==> src/rtl/fmap_writer_pkg.sv <==
// Shared constants and helpers for the feature-map writer and its address generator.
package fmap_writer_pkg;

    localparam int WDP = 8;

    // Counter width able to hold 0..n-1, never narrower than one bit.
    function automatic int cnt_w(input int n);
        return (n < 2) ? 1 : $clog2(n);
    endfunction

endpackage

==> src/rtl/fmap_writer_wr_addr_gen.sv <==
// Col/row/batch counters with incrementally maintained row and plane base addresses.
module fmap_writer_wr_addr_gen
    import fmap_writer_pkg::*;
#(
    parameter int OUT_W        = 28,
    parameter int OUT_H        = 28,
    parameter int OUTPUT_BATCH = 1,
    parameter int ROW_PITCH    = 32,
    parameter int PLANE_PITCH  = 1024,
    parameter int BASE_ADDR    = 0,
    parameter int AW           = 16
) (
    input  logic          clk,
    input  logic          rst,
    input  logic          clear,
    input  logic          step,
    output logic [AW-1:0] addr,
    output logic          last
);

    localparam int CW = cnt_w(OUT_W);
    localparam int RW = cnt_w(OUT_H);
    localparam int BW = cnt_w(OUTPUT_BATCH);

    localparam logic [AW-1:0] BASE_A = BASE_ADDR[AW-1:0];
    localparam logic [AW-1:0] ROW_A  = ROW_PITCH[AW-1:0];
    localparam logic [AW-1:0] PLANE_A = PLANE_PITCH[AW-1:0];

    logic [CW-1:0] col;
    logic [RW-1:0] row;
    logic [BW-1:0] batch;
    logic [AW-1:0] row_base;
    logic [AW-1:0] plane_base;
    logic          col_last;
    logic          row_last;
    logic          batch_last;

    assign col_last   = (col == CW'(OUT_W - 1));
    assign row_last   = (row == RW'(OUT_H - 1));
    assign batch_last = (batch == BW'(OUTPUT_BATCH - 1));
    assign last       = col_last && row_last && batch_last;

    // row_base already includes plane_base, so the address is one add away.
    assign addr = row_base + AW'(col);

    always_ff @(posedge clk or posedge rst) begin
        if (rst) begin
            col        <= '0;
            row        <= '0;
            batch      <= '0;
            row_base   <= BASE_A;
            plane_base <= BASE_A;
        end else if (clear) begin
            col        <= '0;
            row        <= '0;
            batch      <= '0;
            row_base   <= BASE_A;
            plane_base <= BASE_A;
        end else if (step) begin
            if (!col_last) begin
                col <= col + 1'b1;
            end else begin
                col <= '0;
                if (!row_last) begin
                    row      <= row + 1'b1;
                    row_base <= row_base + ROW_A;
                end else begin
                    row <= '0;
                    if (!batch_last) begin
                        batch      <= batch + 1'b1;
                        plane_base <= plane_base + PLANE_A;
                        row_base   <= plane_base + PLANE_A;
                    end else begin
                        batch      <= '0;
                        plane_base <= BASE_A;
                        row_base   <= BASE_A;
                    end
                end
            end
        end
    end

endmodule

==> src/rtl/fmap_writer.sv <==
// Writes a stream of result words to memory in raster/batch order with one cycle of latency.
module fmap_writer
    import fmap_writer_pkg::*;
#(
    parameter int OUTPUT_NUM   = 6,
    parameter int OUT_W        = 28,
    parameter int OUT_H        = 28,
    parameter int OUTPUT_BATCH = 1,
    parameter int ROW_PITCH    = 32,
    parameter int PLANE_PITCH  = 1024,
    parameter int BASE_ADDR    = 0,
    parameter int AW           = 16
) (
    input  logic                      clk,
    input  logic                      rstn,
    input  logic                      go,
    input  logic                      en,
    input  logic [WDP*OUTPUT_NUM-1:0] data_i,
    output logic                      cenb,
    output logic [AW-1:0]             ab,
    output logic [WDP*OUTPUT_NUM-1:0] db,
    output logic                      busy,
    output logic                      done,
    output logic                      overflow,
    output logic [1:0]                fsm_state
);

    // Handshake: en is a single-cycle valid with no ready; in RUN every en is
    // accepted and written on the following cycle, elsewhere it is dropped.
    typedef enum logic [1:0] {
        IDLE = 2'd0,
        RUN  = 2'd1,
        DONE = 2'd2
    } state_t;

    state_t        state;
    state_t        state_next;
    logic          accept;
    logic          stray;
    logic          last;
    logic [AW-1:0] addr;

    // go outranks en, so a coincident en is neither written nor flagged.
    assign accept    = (state == RUN) && en && !go;
    assign stray     = (state != RUN) && en && !go;
    assign busy      = (state == RUN);
    assign fsm_state = state;

    fmap_writer_wr_addr_gen #(
        .OUT_W       (OUT_W),
        .OUT_H       (OUT_H),
        .OUTPUT_BATCH(OUTPUT_BATCH),
        .ROW_PITCH   (ROW_PITCH),
        .PLANE_PITCH (PLANE_PITCH),
        .BASE_ADDR   (BASE_ADDR),
        .AW          (AW)
    ) u_addr_gen (
        .clk  (clk),
        .rst  (rstn),
        .clear(go),
        .step (accept),
        .addr (addr),
        .last (last)
    );

    always_ff @(posedge clk or posedge rstn) begin
        if (rstn) state <= IDLE;
        else      state <= state_next;
    end

    always_comb begin
        state_next = state;
        if (go) begin
            state_next = RUN;
        end else begin
            case (state)
                RUN:     if (accept && last) state_next = DONE;
                DONE:    state_next = IDLE;
                default: state_next = state;
            endcase
        end
    end

    always_ff @(posedge clk or posedge rstn) begin
        if (rstn) begin
            cenb     <= 1'b1;
            ab       <= '0;
            db       <= '0;
            done     <= 1'b0;
            overflow <= 1'b0;
        end else begin
            cenb <= !accept;
            done <= accept && last;
            if (accept) begin
                ab <= addr;
                db <= data_i;
            end
            if (go)         overflow <= 1'b0;
            else if (stray) overflow <= 1'b1;
        end
    end

endmodule

==> config.mk <==
export PLATFORM = sky130hd
export DESIGN_NAME = fmap_writer
export DESIGN_NICKNAME = d
export VERILOG_FILES = /design/src/rtl/fmap_writer_pkg.sv /design/src/rtl/fmap_writer_wr_addr_gen.sv /design/src/rtl/fmap_writer.sv
export SDC_FILE = /design/constraint.sdc
export NUM_CORES = 1
export LEC_CHECK = 0
export ABC_CLOCK_PERIOD_IN_PS = 5300
export BUFFER_PORTS_ARGS = -buffer_cell sky130_fd_sc_hd__buf_2
export CORE_MARGIN = 2
export CORE_UTILIZATION = 54
export DETAILED_ROUTE_END_ITERATION = 16
export PLACE_DENSITY_LB_ADDON = 0.3
export RECOVER_POWER = 50
export SKIP_CTS_REPAIR_TIMING = 1
export SLEW_MARGIN = 20
export SYNTH_ARGS = -nofsm -noshare
export SYNTH_HDL_FRONTEND = slang
export SYNTH_SLANG_ARGS = --single-unit
==> constraint.sdc <==
create_clock -name clk -period 5.3 [get_ports clk]
set_clock_uncertainty 0.05 [all_clocks]
set_input_delay 1.06 -clock clk [delete_from_list [all_inputs] [get_ports clk]]
set_output_delay 1.06 -clock clk [all_outputs]
set_load 0.05 [all_outputs]
==> metrics.txt, run 1 <==
# TYPE chip_impl_metric gauge
chip_impl_metric{name="fp.coreArea",unit="µm²"} 6719
chip_impl_metric{name="floorplan.die.width",unit="µm"} 86.69
chip_impl_metric{name="gp_congestion",unit=""} 0.8070
chip_impl_info{name="worstSetupEndpointType",value="register"} 1
chip_impl_metric{name="vias_per_cell",unit=""} 5.408
chip_impl_metric{name="layout.area.seq",unit="µm²"} 2253
chip_impl_metric{name="clock_transition_at_the_registers_of_the_reported_paths",unit="ns"} 0.08
chip_impl_metric{name="dpl.cell_count",unit=""} 467
chip_impl_metric{name="cts_made_buffers",unit=""} 9
chip_impl_info{name="worst_path_max_delay_cell",value="sky130_fd_sc_hd__nor2_4"} 1
chip_impl_info{name="failed_checks",value="max-capacitance violations, max-slew violations"} 1
chip_impl_metric{name="tritoncts_num_sinks",unit=""} 90
chip_impl_metric{name="finalWirelength",unit="µm"} 7475
chip_impl_metric{name="finalNetCount",unit=""} 453
chip_impl_metric{name="period_needed",unit="ns"} 2.816
chip_impl_metric{name="grt_first_pass_wirelength",unit="µm"} 11620
chip_impl_info{name="synth_area_leaders",value="sky130_fd_sc_hd__dfrtp_1, sky130_fd_sc_hd__mux2_1, sky130_fd_sc_hd__o21ai_1, sky130_fd_sc_hd__nand2_1, sky130_fd_sc_hd__a21oi_1"} 1
chip_impl_metric{name="worstPathArrival",unit="ns"} 2.99
chip_impl_metric{name="dr.pass1.iters",unit=""} 4
chip_impl_metric{name="avgSynthCellArea",unit="µm²"} 13.43
chip_impl_metric{name="p_leak",unit="nW"} 2.059
chip_impl_metric{name="ys_types",unit=""} 43
chip_impl_metric{name="netlist.area_leader.share",unit="%"} 60.32
chip_impl_metric{name="synth_warn",unit=""} 0
chip_impl_metric{name="power.density",unit="nW/µm²"} 354.2
chip_impl_metric{name="areaGrowthSynthToFinish",unit="%"} 21.31
chip_impl_metric{name="place_hpwl",unit="µm"} 5373
chip_impl_metric{name="tns",unit="ns"} 0
chip_impl_metric{name="finalSetupViolCount",unit=""} 0
chip_impl_metric{name="worst_slew_pin_slew",unit="ns"} 2.061
chip_impl_metric{name="pin_count_of_the_biggest_net_entering_global_routing",unit=""} 50
chip_impl_info{name="tritoncts",value="yes"} 1
chip_impl_metric{name="slowest_delay",unit="ns"} 0.80
chip_impl_metric{name="antenna_cells",unit=""} 0
chip_impl_metric{name="multiInputGateArea",unit="µm²"} 1359
chip_impl_metric{name="slew-limit-headroom",unit="%"} -38.15
chip_impl_metric{name="postPlaceCellArea",unit="µm²"} 4368
chip_impl_info{name="clockRootBuffer",value="sky130_fd_sc_hd__clkbuf_8"} 1
chip_impl_metric{name="comb_power_share",unit="%"} 22.3
chip_impl_metric{name="synthesis.instances",unit=""} 275
chip_impl_metric{name="p_sw",unit="µW"} 537.8
chip_impl_metric{name="maximum_vdd_drop",unit="µV"} 163.0
chip_impl_info{name="timing.critical_path.from_type",value="primary input"} 1
chip_impl_metric{name="initial_core_util",unit="%"} 54.95
chip_impl_metric{name="grt_antenna_before_repair",unit=""} 0
chip_impl_metric{name="cp_data_required_time",unit="ns"} 5.47
chip_impl_info{name="synth_top_flop_cell",value="sky130_fd_sc_hd__dfrtp_1"} 1
chip_impl_info{name="crit_start",value="go"} 1
chip_impl_metric{name="synth_fp_nets",unit=""} 330
chip_impl_metric{name="hold_ws",unit="ns"} 0.4389
chip_impl_metric{name="final-instance-count-excl-fill",unit=""} 483
chip_impl_metric{name="boundary_pins",unit=""} 122
chip_impl_metric{name="final_cell_area",unit="µm²"} 4479
chip_impl_metric{name="share_clk_of_total_power",unit="%"} 29.0
chip_impl_metric{name="htree_num_levels",unit=""} 3
chip_impl_metric{name="cts_max_path_buffers",unit=""} 2
chip_impl_metric{name="n_fill_cell",unit=""} 546
chip_impl_metric{name="drc",unit=""} 0
chip_impl_info{name="critical_path.cell_chain",value="clkbuf_1 -> nor2_4 -> buf_4 -> mux2_1"} 1
chip_impl_metric{name="drt_iter0_drc",unit=""} 74
chip_impl_metric{name="synth_enable_flop_cells",unit=""} 0
chip_impl_metric{name="global_route.usage.total",unit="%"} 19.92
chip_impl_metric{name="slew_violations",unit=""} 50
chip_impl_metric{name="total_vias_in_the_final_route",unit=""} 2612
chip_impl_metric{name="clk-insertion-delay-late",unit="ns"} 0.34
chip_impl_metric{name="number_of_max_cap_violations",unit=""} 1
chip_impl_metric{name="p_int",unit="mW"} 1.049
chip_impl_metric{name="floorplan.die.height",unit="µm"} 86.69
chip_impl_metric{name="fp.dieArea",unit="µm²"} 7515
chip_impl_metric{name="grt-ovfl-total",unit=""} 0
chip_impl_metric{name="route.detailed.wl_per_inst",unit="µm"} 15.48
chip_impl_metric{name="seqPwrFrac",unit="%"} 48.6
chip_impl_info{name="regToRegStartpoint",value="fsm_state[1]"} 1
chip_impl_info{name="grt_setup_unrepaired",value="false"} 1
chip_impl_metric{name="power.switching_fraction",unit="%"} 33.90
chip_impl_metric{name="post_route_cells_drive_above_1_share",unit="%"} 19.85
chip_impl_metric{name="syn-cell-area",unit="µm²"} 3692
chip_impl_metric{name="final_hold_viol_count",unit=""} 0
chip_impl_metric{name="drtAntennaViolNets",unit=""} 0
chip_impl_info{name="min_path_type",value="reg -> reg"} 1
chip_impl_info{name="post-synth-top-area-cell",value="sky130_fd_sc_hd__dfrtp_1"} 1
chip_impl_metric{name="synth_seq_area_share",unit="%"} 61.03
chip_impl_info{name="cpLargestDelayFamily",value="simple AND/OR/NAND/NOR gates"} 1
chip_impl_metric{name="rows",unit=""} 30
chip_impl_metric{name="synth-async-reset-ratio",unit="%"} 100.0
chip_impl_info{name="worstSetupPathType",value="in -> reg"} 1
chip_impl_metric{name="final_min_period_over_clock_period",unit="%"} 53.13
chip_impl_metric{name="crit_fanout",unit=""} 30
chip_impl_info{name="min_from",value="db[18]"} 1
chip_impl_info{name="status",value="complete, but fails checks"} 1
chip_impl_metric{name="io_buffers",unit=""} 121
chip_impl_metric{name="synth.ff_latch_count",unit=""} 90
chip_impl_metric{name="first_global_vias",unit=""} 2423
chip_impl_metric{name="fmaxAchievable",unit="GHz"} 0.3551
chip_impl_metric{name="critical_path.n_buffers_inverters",unit=""} 2
[per-stage QoR]
step	utilization, %	setup slack [ns]	total power [mW]
floorplan	-	1.856	1.057
global placement	65.01	2.272	1.150
detailed placement	65.01	2.188	1.158
CTS	67.93	2.564	1.620
global route	66.67	2.242	1.651
finish	66.67	2.484	1.586
[synthesized netlist by cell type (2+ instances only)]
cell,n
sky130_fd_sc_hd__nand3_1,6
sky130_fd_sc_hd__and4_1,2
sky130_fd_sc_hd__nand4_1,4
sky130_fd_sc_hd__nor2_1,5
sky130_fd_sc_hd__mux2_1,62
sky130_fd_sc_hd__nor4_1,2
sky130_fd_sc_hd__clkbuf_1,3
sky130_fd_sc_hd__and4b_1,2
sky130_fd_sc_hd__nor3_1,4
sky130_fd_sc_hd__and3_1,6
sky130_fd_sc_hd__o21ai_1,13
sky130_fd_sc_hd__o21ai_0,6
sky130_fd_sc_hd__ha_1,3
sky130_fd_sc_hd__nand4b_1,2
sky130_fd_sc_hd__inv_2,2
sky130_fd_sc_hd__nand2_1,14
sky130_fd_sc_hd__inv_1,5
sky130_fd_sc_hd__a21oi_1,9
sky130_fd_sc_hd__o31ai_1,4
sky130_fd_sc_hd__buf_2,8
sky130_fd_sc_hd__or3_1,3
sky130_fd_sc_hd__dfrtp_1,89
[final timing paths]
kind                       cells past startpoint  slack (ns)      to
setup / recovery                               4        2.48   db[0]
hold / removal                                 1        0.44  db[18]
setup reg to reg                               4        2.88   db[0]
hold reg to reg                                1        0.44  db[18]
max in group asynchronous                      3        2.69  db[20]
min in group asynchronous                      2        1.19  db[46]
[per-layer routing]
metal	vias up	GRT usage [%]	share of wire, %
met2	94	30.21	46
met5	-	0	0
met4	0	9.659	1.3
li1	1248	-	-
met3	8	4.190	6.6
met1	1262	27.49	46
[cell usage in the layout (no fill, tap or decap), types with 2 or more instances in the layout]
cell	instances
sky130_fd_sc_hd__a21oi_1	9
sky130_fd_sc_hd__and3_1	6
sky130_fd_sc_hd__and4_1	2
sky130_fd_sc_hd__and4b_1	2
sky130_fd_sc_hd__buf_2	53
sky130_fd_sc_hd__buf_4	3
sky130_fd_sc_hd__clkbuf_1	70
sky130_fd_sc_hd__clkbuf_8	10
sky130_fd_sc_hd__dfrtp_1	89
sky130_fd_sc_hd__ha_1	3
sky130_fd_sc_hd__inv_1	5
sky130_fd_sc_hd__mux2_1	62
sky130_fd_sc_hd__nand2_1	14
sky130_fd_sc_hd__nand3_1	6
sky130_fd_sc_hd__nand4_1	4
sky130_fd_sc_hd__nand4b_1	2
sky130_fd_sc_hd__nor2_1	5
sky130_fd_sc_hd__nor3_1	4
sky130_fd_sc_hd__nor4_1	2
sky130_fd_sc_hd__o21ai_0	6
sky130_fd_sc_hd__o21ai_1	13
sky130_fd_sc_hd__o31ai_1	4
sky130_fd_sc_hd__or3_1	3
[flip-flops by register name, summed over array words and instances (netlist names)]
signal,count
done,1
u_addr_gen.row,5
cenb,1
u_addr_gen.row_base,11
db,48
u_addr_gen.col,5
fsm_state,2
ab,16
overflow,1
[cells by family (layout without fill, tap and decap cells)]
| group | Yosys count | count (layout) | share of synthesized area (%) |
|---|---|---|---|
| AND/OR/NAND/NOR | 59 | 59 | 9.591 |
| buffers and inverters | 19 | 147 | 2.305 |
| AO/OA/AOI/OAI | 40 | 40 | 6.574 |
| flip-flops | 90 | 90 | 61.03 |
| multiplexers | 64 | 64 | 19.48 |
| adder cells (fa/ha/maj) | 3 | 3 | 1.017 |
[power by group through the flow]
stage / logic (mW) / clock network [mW] / registers (mW)
after floorplan: 0.0721 / 0 / 0.985
after global placement: 0.368 / 0 / 0.782
after detailed placement: 0.374 / 0 / 0.783
after CTS: 0.375 / 0.475 / 0.770
after global routing: 0.373 / 0.499 / 0.779
final: 0.354 / 0.460 / 0.772
[worst register-to-register path, cell delays in order, from the launching register on]
cell,delay (ns)
sky130_fd_sc_hd__dfrtp_1,0.43
sky130_fd_sc_hd__nand3b_1,0.32
sky130_fd_sc_hd__nor2_4,0.73
sky130_fd_sc_hd__buf_4,0.41
sky130_fd_sc_hd__mux2_1,0.36
[area by class of cell]
class / instances / area share [%]
Multi-Input combinational cell: 166 / 30.34
Inverter: 7 / 0.6145
Tap cell: 80 / 2.235
Sequential cell: 90 / 50.31
Clock buffer: 12 / 3.240
Timing Repair Buffer: 124 / 12.12
Clock inverter: 4 / 1.145
(Power assumes the default switching activity.)
==> inputs of run 2 (changes only) <==
--- a/config.mk
+++ b/config.mk
@@ -5,10 +5,10 @@
 export SDC_FILE = /design/constraint.sdc
 export NUM_CORES = 1
 export LEC_CHECK = 0
-export ABC_CLOCK_PERIOD_IN_PS = 5300
+export ABC_CLOCK_PERIOD_IN_PS = 2600
 export BUFFER_PORTS_ARGS = -buffer_cell sky130_fd_sc_hd__buf_2
 export CORE_MARGIN = 2
-export CORE_UTILIZATION = 54
+export CORE_UTILIZATION = 50
 export DETAILED_ROUTE_END_ITERATION = 16
 export PLACE_DENSITY_LB_ADDON = 0.3
 export RECOVER_POWER = 50
==> constraint.sdc (replaced) <==
create_clock -name clk -period 2.6 [get_ports clk]
set_clock_uncertainty 0.05 [all_clocks]
set_input_delay 0.52 -clock clk [delete_from_list [all_inputs] [get_ports clk]]
set_output_delay 0.52 -clock clk [all_outputs]
set_load 0.05 [all_outputs]
==> run 2 against run 1 <==
  * The flow now finishes without violations
  * Clock power is 82% higher
  * Power up 98%
  * Critical path depth grew 1
  * Utilization decreased by 3.7 points
  * Clock-buffer cell count decreased by 2
  * Routed wire length shrank 0.66%
  * Flip-flop and latch count did not move
  * Setup slack lost 2.0 ns
  * Combinational power grew 110%
==> metrics.txt, run 2 (synthesis gave the netlist of run 1 again) <==
# TYPE chip_impl_metric gauge
chip_impl_info{name="status",value="completed"} 1
chip_impl_info{name="timing.critical_path.from_type",value="register"} 1
chip_impl_metric{name="floorplan.die.height",unit="µm"} 89.94
chip_impl_metric{name="first_global_vias",unit=""} 2706
chip_impl_metric{name="worst_slew_pin_slew",unit="ns"} 1.348
chip_impl_metric{name="drtAntennaViolNets",unit=""} 0
chip_impl_metric{name="grt_antenna_before_repair",unit=""} 0
chip_impl_metric{name="clock_transition_at_the_registers_of_the_reported_paths",unit="ns"} 0.09
chip_impl_metric{name="gp_congestion",unit=""} 0.8055
chip_impl_metric{name="fmaxAchievable",unit="GHz"} 0.4813
chip_impl_metric{name="pin_count_of_the_biggest_net_entering_global_routing",unit=""} 65
chip_impl_metric{name="place_hpwl",unit="µm"} 5360
chip_impl_metric{name="routed_length_on_met3",unit="µm"} 419
chip_impl_metric{name="fin_total_pwr",unit="mW"} 3.145
chip_impl_info{name="critical_path.cell_chain",value="ha_1 -> and4b_1 -> nand4_4 -> or3_4 -> o31ai_2"} 1
chip_impl_info{name="biggestRegsByFlops",value="db (48), ab (16), u_addr_gen.row_base (11)"} 1
chip_impl_metric{name="slew-limit-headroom",unit="%"} 9.651
chip_impl_metric{name="post_route_cells_drive_above_1_share",unit="%"} 28.57
chip_impl_info{name="min_path_type",value="in -> reg"} 1
chip_impl_metric{name="setup.reg_to_reg.worst_slack",unit="ns"} 0.52
chip_impl_metric{name="cts_max_path_buffers",unit=""} 2
chip_impl_metric{name="tns",unit="ns"} 0
chip_impl_info{name="final_common_cell",value="sky130_fd_sc_hd__dfrtp_1"} 1
chip_impl_metric{name="period_needed",unit="ns"} 2.078
chip_impl_metric{name="finalSetupViolCount",unit=""} 0
chip_impl_metric{name="grt-ovfl-total",unit=""} 0
chip_impl_metric{name="drt_iter0_drc",unit=""} 85
chip_impl_metric{name="initial_core_util",unit="%"} 51.18
chip_impl_metric{name="rows",unit=""} 31
chip_impl_info{name="worst_path_max_delay_cell",value="sky130_fd_sc_hd__or3_4"} 1
chip_impl_metric{name="total_vias_in_the_final_route",unit=""} 2636
chip_impl_metric{name="pre_cts_setup_slack",unit="ns"} 0.5489
chip_impl_metric{name="slowest_delay",unit="ns"} 0.45
chip_impl_info{name="grt_setup_unrepaired",value="false"} 1
chip_impl_metric{name="post-route-worst-setup-slack",unit="ns"} 0.5222
chip_impl_metric{name="finalNetCount",unit=""} 456
chip_impl_info{name="tritoncts",value="yes"} 1
chip_impl_metric{name="power.density",unit="nW/µm²"} 692.7
chip_impl_metric{name="dr.pass1.iters",unit=""} 4
chip_impl_metric{name="fp.dieArea",unit="µm²"} 8088
chip_impl_metric{name="cp_data_required_time",unit="ns"} 2.81
chip_impl_metric{name="clk-insertion-delay-late",unit="ns"} 0.35
chip_impl_metric{name="areaGrowthSynthToFinish",unit="%"} 22.98
chip_impl_metric{name="final-instance-count-excl-fill",unit=""} 505
chip_impl_metric{name="slew_violations",unit=""} 0
chip_impl_metric{name="number_of_max_cap_violations",unit=""} 0
chip_impl_metric{name="vias_per_cell",unit=""} 5.220
chip_impl_metric{name="fp.coreArea",unit="µm²"} 7214
chip_impl_info{name="worstSetupEndpointType",value="register"} 1
chip_impl_metric{name="antenna_cells",unit=""} 0
chip_impl_metric{name="final_hold_viol_count",unit=""} 0
chip_impl_metric{name="postPlaceCellArea",unit="µm²"} 4442
chip_impl_info{name="worstSetupPathType",value="reg -> reg"} 1
chip_impl_metric{name="drc",unit=""} 0
chip_impl_metric{name="final_cell_area",unit="µm²"} 4541
chip_impl_metric{name="final_min_period_over_clock_period",unit="%"} 79.92
chip_impl_metric{name="floorplan.die.width",unit="µm"} 89.94
chip_impl_info{name="mostFrequentLayoutCells",value="sky130_fd_sc_hd__dfrtp_1, sky130_fd_sc_hd__buf_2, sky130_fd_sc_hd__mux2_1, sky130_fd_sc_hd__clkbuf_1, sky130_fd_sc_hd__nand2_1"} 1
chip_impl_metric{name="route.detailed.wl_per_inst",unit="µm"} 14.70
chip_impl_info{name="dr.max_layer_used",value="met4"} 1
chip_impl_metric{name="final_core_util",unit="%"} 62.94
chip_impl_metric{name="finalWirelength",unit="µm"} 7426
chip_impl_metric{name="cts_made_buffers",unit=""} 9
chip_impl_metric{name="grt_first_pass_wirelength",unit="µm"} 12680
chip_impl_metric{name="htree_num_levels",unit=""} 3
chip_impl_metric{name="dr_wl_met2",unit="µm"} 3572
chip_impl_info{name="clockRootBuffer",value="sky130_fd_sc_hd__clkbuf_8"} 1
chip_impl_metric{name="boundary_pins",unit=""} 122
chip_impl_metric{name="flip_flop_count_of_the_largest_register_all_copies_and_words_added",unit=""} 48
chip_impl_metric{name="io_buffers",unit=""} 121
chip_impl_metric{name="tritoncts_num_sinks",unit=""} 90
chip_impl_metric{name="global_route.usage.total",unit="%"} 19.24
chip_impl_metric{name="worstPathArrival",unit="ns"} 2.29
chip_impl_metric{name="crit_fanout",unit=""} 10
chip_impl_metric{name="dpl.cell_count",unit=""} 489
chip_impl_metric{name="maximum_vdd_drop",unit="µV"} 385.1
chip_impl_metric{name="hold_ws",unit="ns"} 0.3274
chip_impl_metric{name="wl_met1",unit="µm"} 3336
chip_impl_info{name="register_ranked_first_by_flip_flop_count",value="db"} 1
chip_impl_metric{name="p_leak",unit="nW"} 2.160
run 2: cell types whose count changed in the layout (fill, tap and decap cells not counted):
cell / before / now
sky130_fd_sc_hd__inv_2: 1 / 2
sky130_fd_sc_hd__inv_1: 5 / 4
sky130_fd_sc_hd__clkbuf_1: 70 / 38
sky130_fd_sc_hd__clkbuf_2: 0 / 1
sky130_fd_sc_hd__inv_6: 0 / 1
sky130_fd_sc_hd__buf_2: 53 / 87
sky130_fd_sc_hd__clkbuf_8: 10 / 9
sky130_fd_sc_hd__buf_12: 0 / 1
sky130_fd_sc_hd__bufinv_16: 1 / 0
sky130_fd_sc_hd__clkinvlp_4: 1 / 2
sky130_fd_sc_hd__buf_4: 3 / 1
sky130_fd_sc_hd__clkinv_2: 1 / 2
run 2: area by class of cell:
| cell class | instances | area, µm² |
|---|---|---|
| fillers | 604 | 2674 |
| flip-flops and latches | 90 | 2253 |
| multi-input cells | 166 | 1359 |
| repair buffers | 127 | 606.8 |
| clock buffers | 10 | 127.6 |
| well taps | 99 | 123.9 |
| clock inverters | 6 | 42.54 |
| inverters | 7 | 27.53 |
run 2: metal layers:
metal  track usage [%]  vias up
met1             25.58     1282
met5                 0        -
met3             4.862       10
met2             31.88       93
met4             5.128        0
li1                  -     1251
run 2: worst max-delay path: cells and delay by family, from the launching register on:
family                     cells  cell delay [ns]
and+or+nand+nor                3             1.10
DFF                            1             0.41
adders and majority gates      1             0.22
AOI/OAI and AO/OA              1             0.21
run 2: worst paths after layout:
| check | start | endpoint | cells after the start |
|---|---|---|---|
| worst min register to register | db[3] | db[3] | 1 |
| worst min-delay path | data_i[36] | db[36] | 2 |
| worst max register to register | u_addr_gen.col[0] | u_addr_gen.row_base[13] | 5 |
| min in group asynchronous | rstn | ab[2] | 2 |
| max in group asynchronous | rstn | db[45] | 3 |
| worst max-delay path | u_addr_gen.col[0] | u_addr_gen.row_base[13] | 5 |
run 2: report_power, final:
part / leakage (nW) / switching (mW) / total (mW) / internal, mW
combinational: 0.939 / 0.569 / 0.738 / 0.169
sequential: 1.14 / 0.0565 / 1.57 / 1.52
clock: 0.0827 / 0.485 / 0.835 / 0.349
total: 2.16 / 1.11 / 3.15 / 2.03
==> inputs of run 3 (changes only) <==
--- a/config.mk
+++ b/config.mk
@@ -5,10 +5,10 @@
 export SDC_FILE = /design/constraint.sdc
 export NUM_CORES = 1
 export LEC_CHECK = 0
-export ABC_CLOCK_PERIOD_IN_PS = 2600
+export ABC_CLOCK_PERIOD_IN_PS = 1700
 export BUFFER_PORTS_ARGS = -buffer_cell sky130_fd_sc_hd__buf_2
 export CORE_MARGIN = 2
-export CORE_UTILIZATION = 50
+export CORE_UTILIZATION = 45
 export DETAILED_ROUTE_END_ITERATION = 16
 export PLACE_DENSITY_LB_ADDON = 0.3
 export RECOVER_POWER = 50
==> constraint.sdc (replaced) <==
create_clock -name clk -period 1.7 [get_ports clk]
set_clock_uncertainty 0.05 [all_clocks]
set_input_delay 0.34 -clock clk [delete_from_list [all_inputs] [get_ports clk]]
set_output_delay 0.34 -clock clk [all_outputs]
set_load 0.05 [all_outputs]
==> run 3 against run 2 <==
  * The flow now finishes with violations (negative setup slack)
  * Sequential power up 52%
  * Power up 66%
  * Non-clock buffer count up 24
  * Largest cell class unchanged
==> metrics.txt, run 3 (synthesis gave the netlist of run 1 again) <==
# TYPE chip_impl_metric gauge
chip_impl_metric{name="fp.dieArea",unit="µm²"} 8945
chip_impl_metric{name="htree_num_levels",unit=""} 3
chip_impl_metric{name="fp.coreArea",unit="µm²"} 8093
chip_impl_metric{name="rows",unit=""} 33
chip_impl_info{name="final_common_cell",value="sky130_fd_sc_hd__buf_2"} 1
chip_impl_metric{name="gp_congestion",unit=""} 0.8464
chip_impl_metric{name="drt_iter0_drc",unit=""} 114
chip_impl_info{name="worst_path_max_delay_cell",value="sky130_fd_sc_hd__dfrtp_1"} 1
chip_impl_metric{name="floorplan.die.height",unit="µm"} 94.58
chip_impl_metric{name="postPlaceCellArea",unit="µm²"} 4666
chip_impl_metric{name="post_route_cells_drive_above_1_share",unit="%"} 44.88
chip_impl_metric{name="final_core_util",unit="%"} 60.64
chip_impl_metric{name="slew-limit-headroom",unit="%"} 21.15
chip_impl_metric{name="reg2regPathDepth",unit=""} 5
chip_impl_metric{name="slowest_delay",unit="ns"} 0.37
chip_impl_metric{name="finalWirelength",unit="µm"} 8012
chip_impl_info{name="register_ranked_first_by_flip_flop_count",value="db"} 1
chip_impl_info{name="regToRegStartpoint",value="u_addr_gen.col[1]"} 1
chip_impl_metric{name="worstPathArrival",unit="ns"} 1.93
chip_impl_metric{name="crit_fanout",unit=""} 6
chip_impl_metric{name="first_global_vias",unit=""} 2548
chip_impl_metric{name="hold-path-cell-count",unit=""} 2
chip_impl_metric{name="clock_transition_at_the_registers_of_the_reported_paths",unit="ns"} 0.10
chip_impl_info{name="worstSetupPathType",value="reg -> reg"} 1
chip_impl_metric{name="antenna_cells",unit=""} 0
chip_impl_metric{name="p_leak",unit="nW"} 2.455
chip_impl_metric{name="clk-insertion-delay-late",unit="ns"} 0.35
chip_impl_metric{name="final_min_period_over_clock_period",unit="%"} 101.3
chip_impl_metric{name="pre_cts_setup_slack",unit="ns"} -0.01559
chip_impl_metric{name="dr.pass1.iters",unit=""} 4
chip_impl_metric{name="number_of_max_cap_violations",unit=""} 0
chip_impl_info{name="timing.critical_path.from_type",value="register"} 1
chip_impl_metric{name="global_route.usage.total",unit="%"} 17.43
chip_impl_metric{name="cp_data_required_time",unit="ns"} 1.91
chip_impl_metric{name="hold_ws",unit="ns"} 0.1426
chip_impl_metric{name="route.detailed.wl_per_inst",unit="µm"} 14.98
chip_impl_info{name="min_delay_worst_endpoint",value="db[27]"} 1
chip_impl_info{name="tritoncts",value="yes"} 1
chip_impl_metric{name="period_needed",unit="ns"} 1.722
chip_impl_metric{name="fmaxAchievable",unit="GHz"} 0.5807
chip_impl_metric{name="multiInputGateArea",unit="µm²"} 1414
chip_impl_metric{name="flip_flop_count_of_the_largest_register_all_copies_and_words_added",unit=""} 48
chip_impl_info{name="biggestRegsByFlops",value="db (48), ab (16), u_addr_gen.row_base (11)"} 1
chip_impl_info{name="endpoint_of_the_most_critical_register_to_register_path",value="u_addr_gen.row_base[13]"} 1
chip_impl_metric{name="drc",unit=""} 0
chip_impl_info{name="clockRootBuffer",value="sky130_fd_sc_hd__clkbuf_8"} 1
chip_impl_info{name="min_from",value="data_i[27]"} 1
chip_impl_metric{name="grt-ovfl-total",unit=""} 0
chip_impl_metric{name="vias_per_cell",unit=""} 5.080
chip_impl_metric{name="grt_first_pass_wirelength",unit="µm"} 12110
chip_impl_metric{name="place_hpwl",unit="µm"} 5764
chip_impl_metric{name="final-instance-count-excl-fill",unit=""} 535
chip_impl_metric{name="maximum_vdd_drop",unit="µV"} 521.6
chip_impl_metric{name="grt_antenna_before_repair",unit=""} 0
chip_impl_metric{name="finalSetupViolCount",unit=""} 1
chip_impl_info{name="worstSetupEndpointType",value="register"} 1
chip_impl_metric{name="finalNetCount",unit=""} 480
chip_impl_metric{name="tritoncts_num_sinks",unit=""} 90
chip_impl_metric{name="layout.area.seq",unit="µm²"} 2256
chip_impl_info{name="min_path_type",value="in -> reg"} 1
chip_impl_metric{name="cts_made_buffers",unit=""} 9
chip_impl_info{name="failed_checks",value="negative setup slack"} 1
chip_impl_metric{name="areaGrowthSynthToFinish",unit="%"} 32.90
chip_impl_metric{name="initial_core_util",unit="%"} 45.62
chip_impl_info{name="mostFrequentLayoutCells",value="sky130_fd_sc_hd__buf_2, sky130_fd_sc_hd__dfrtp_1, sky130_fd_sc_hd__mux2_1, sky130_fd_sc_hd__buf_4, sky130_fd_sc_hd__nand2_1"} 1
chip_impl_metric{name="final_hold_viol_count",unit=""} 0
chip_impl_metric{name="boundary_pins",unit=""} 122
chip_impl_metric{name="post-route-worst-setup-slack",unit="ns"} -0.02204
chip_impl_metric{name="total_vias_in_the_final_route",unit=""} 2718
chip_impl_metric{name="pin_count_of_the_biggest_net_entering_global_routing",unit=""} 91
chip_impl_info{name="critical_path.cell_chain",value="ha_2 -> and4b_2 -> nand4_4 -> or3_4 -> o31ai_2"} 1
chip_impl_metric{name="fin_total_pwr",unit="mW"} 5.216
chip_impl_metric{name="floorplan.die.width",unit="µm"} 94.58
chip_impl_info{name="status",value="complete, but fails checks"} 1
chip_impl_metric{name="io_buffers",unit=""} 121
chip_impl_metric{name="worst_slew_pin_slew",unit="ns"} 1.183
chip_impl_metric{name="drtAntennaViolNets",unit=""} 0
chip_impl_metric{name="tns",unit="ns"} -0.02204
chip_impl_metric{name="power.density",unit="nW/µm²"} 1063
chip_impl_metric{name="final_cell_area",unit="µm²"} 4907
chip_impl_metric{name="n_fill_cell",unit=""} 671
chip_impl_metric{name="setup.reg_to_reg.worst_slack",unit="ns"} -0.02
chip_impl_metric{name="dpl.cell_count",unit=""} 517
chip_impl_metric{name="cts_max_path_buffers",unit=""} 2
chip_impl_info{name="grt_setup_unrepaired",value="true"} 1
chip_impl_metric{name="slew_violations",unit=""} 0
-- run 3: changes by cell type in the layout (fill, tap and decap cells not counted), moves of 2 or more --
| cell | previous run | this run |
|---|---|---|
| sky130_fd_sc_hd__clkbuf_4 | 0 | 2 |
| sky130_fd_sc_hd__inv_6 | 1 | 3 |
| sky130_fd_sc_hd__dfrtp_1 | 89 | 87 |
| sky130_fd_sc_hd__clkbuf_1 | 38 | 3 |
| sky130_fd_sc_hd__buf_4 | 1 | 26 |
| sky130_fd_sc_hd__bufinv_16 | 0 | 2 |
| sky130_fd_sc_hd__dfrtp_2 | 0 | 2 |
| sky130_fd_sc_hd__clkinv_2 | 2 | 0 |
| sky130_fd_sc_hd__mux2_4 | 0 | 9 |
| sky130_fd_sc_hd__mux2_1 | 62 | 53 |
| sky130_fd_sc_hd__ha_1 | 3 | 1 |
| sky130_fd_sc_hd__ha_2 | 0 | 2 |
| sky130_fd_sc_hd__buf_2 | 87 | 119 |
-- run 3: power by group --
| group | internal (mW) | leakage [nW] | switching, mW | total, mW |
|---|---|---|---|---|
| Combinational | 0.327 | 1.21 | 0.887 | 1.21 |
| Sequential | 2.32 | 1.14 | 0.0753 | 2.39 |
| Clock | 0.847 | 0.112 | 0.760 | 1.61 |
-- run 3: metal layers --
| metal | share of wire [%] | global-route usage, % |
|---|---|---|
| met1 | 44 | 22.61 |
| met2 | 47 | 28.45 |
| met3 | 8.1 | 5.507 |
| met4 | 1.2 | 4.710 |
| met5 | 0 | 0 |
-- run 3: critical path, delay by kind of cell (launching register included) --
kind,cells,cell delay (ns)
simple gates,3,0.87
fa+ha+maj,1,0.19
compound gates,1,0.17
flops,1,0.37
-- run 3: final cells by class --
class                           count  area share (%)
Sequential cell                    90           45.97
Clock inverter                      6           1.938
Timing Repair Buffer              151           17.39
Inverter                            7          0.6119
Multi-Input combinational cell    166           28.81
Tap cell                          105           2.677
Clock buffer                       10           2.601
-- run 3: how the worst max path moves through the flow --
stage | startpoint | endpoint | slack, ns | cells after the start
after detailed placement | u_addr_gen.col[1] | u_addr_gen.row_base[13] | -0.02 | 5
after floorplan | fsm_state[1] | ab[0] | -0.13 | 4
final | u_addr_gen.col[1] | u_addr_gen.row_base[13] | -0.02 | 5
after global routing | u_addr_gen.col[1] | u_addr_gen.row_base[13] | -0.09 | 5
after CTS | u_addr_gen.col[1] | u_addr_gen.row_base[13] | -0.01 | 5
after global placement | u_addr_gen.col[1] | u_addr_gen.row_base[13] | 0.05 | 5
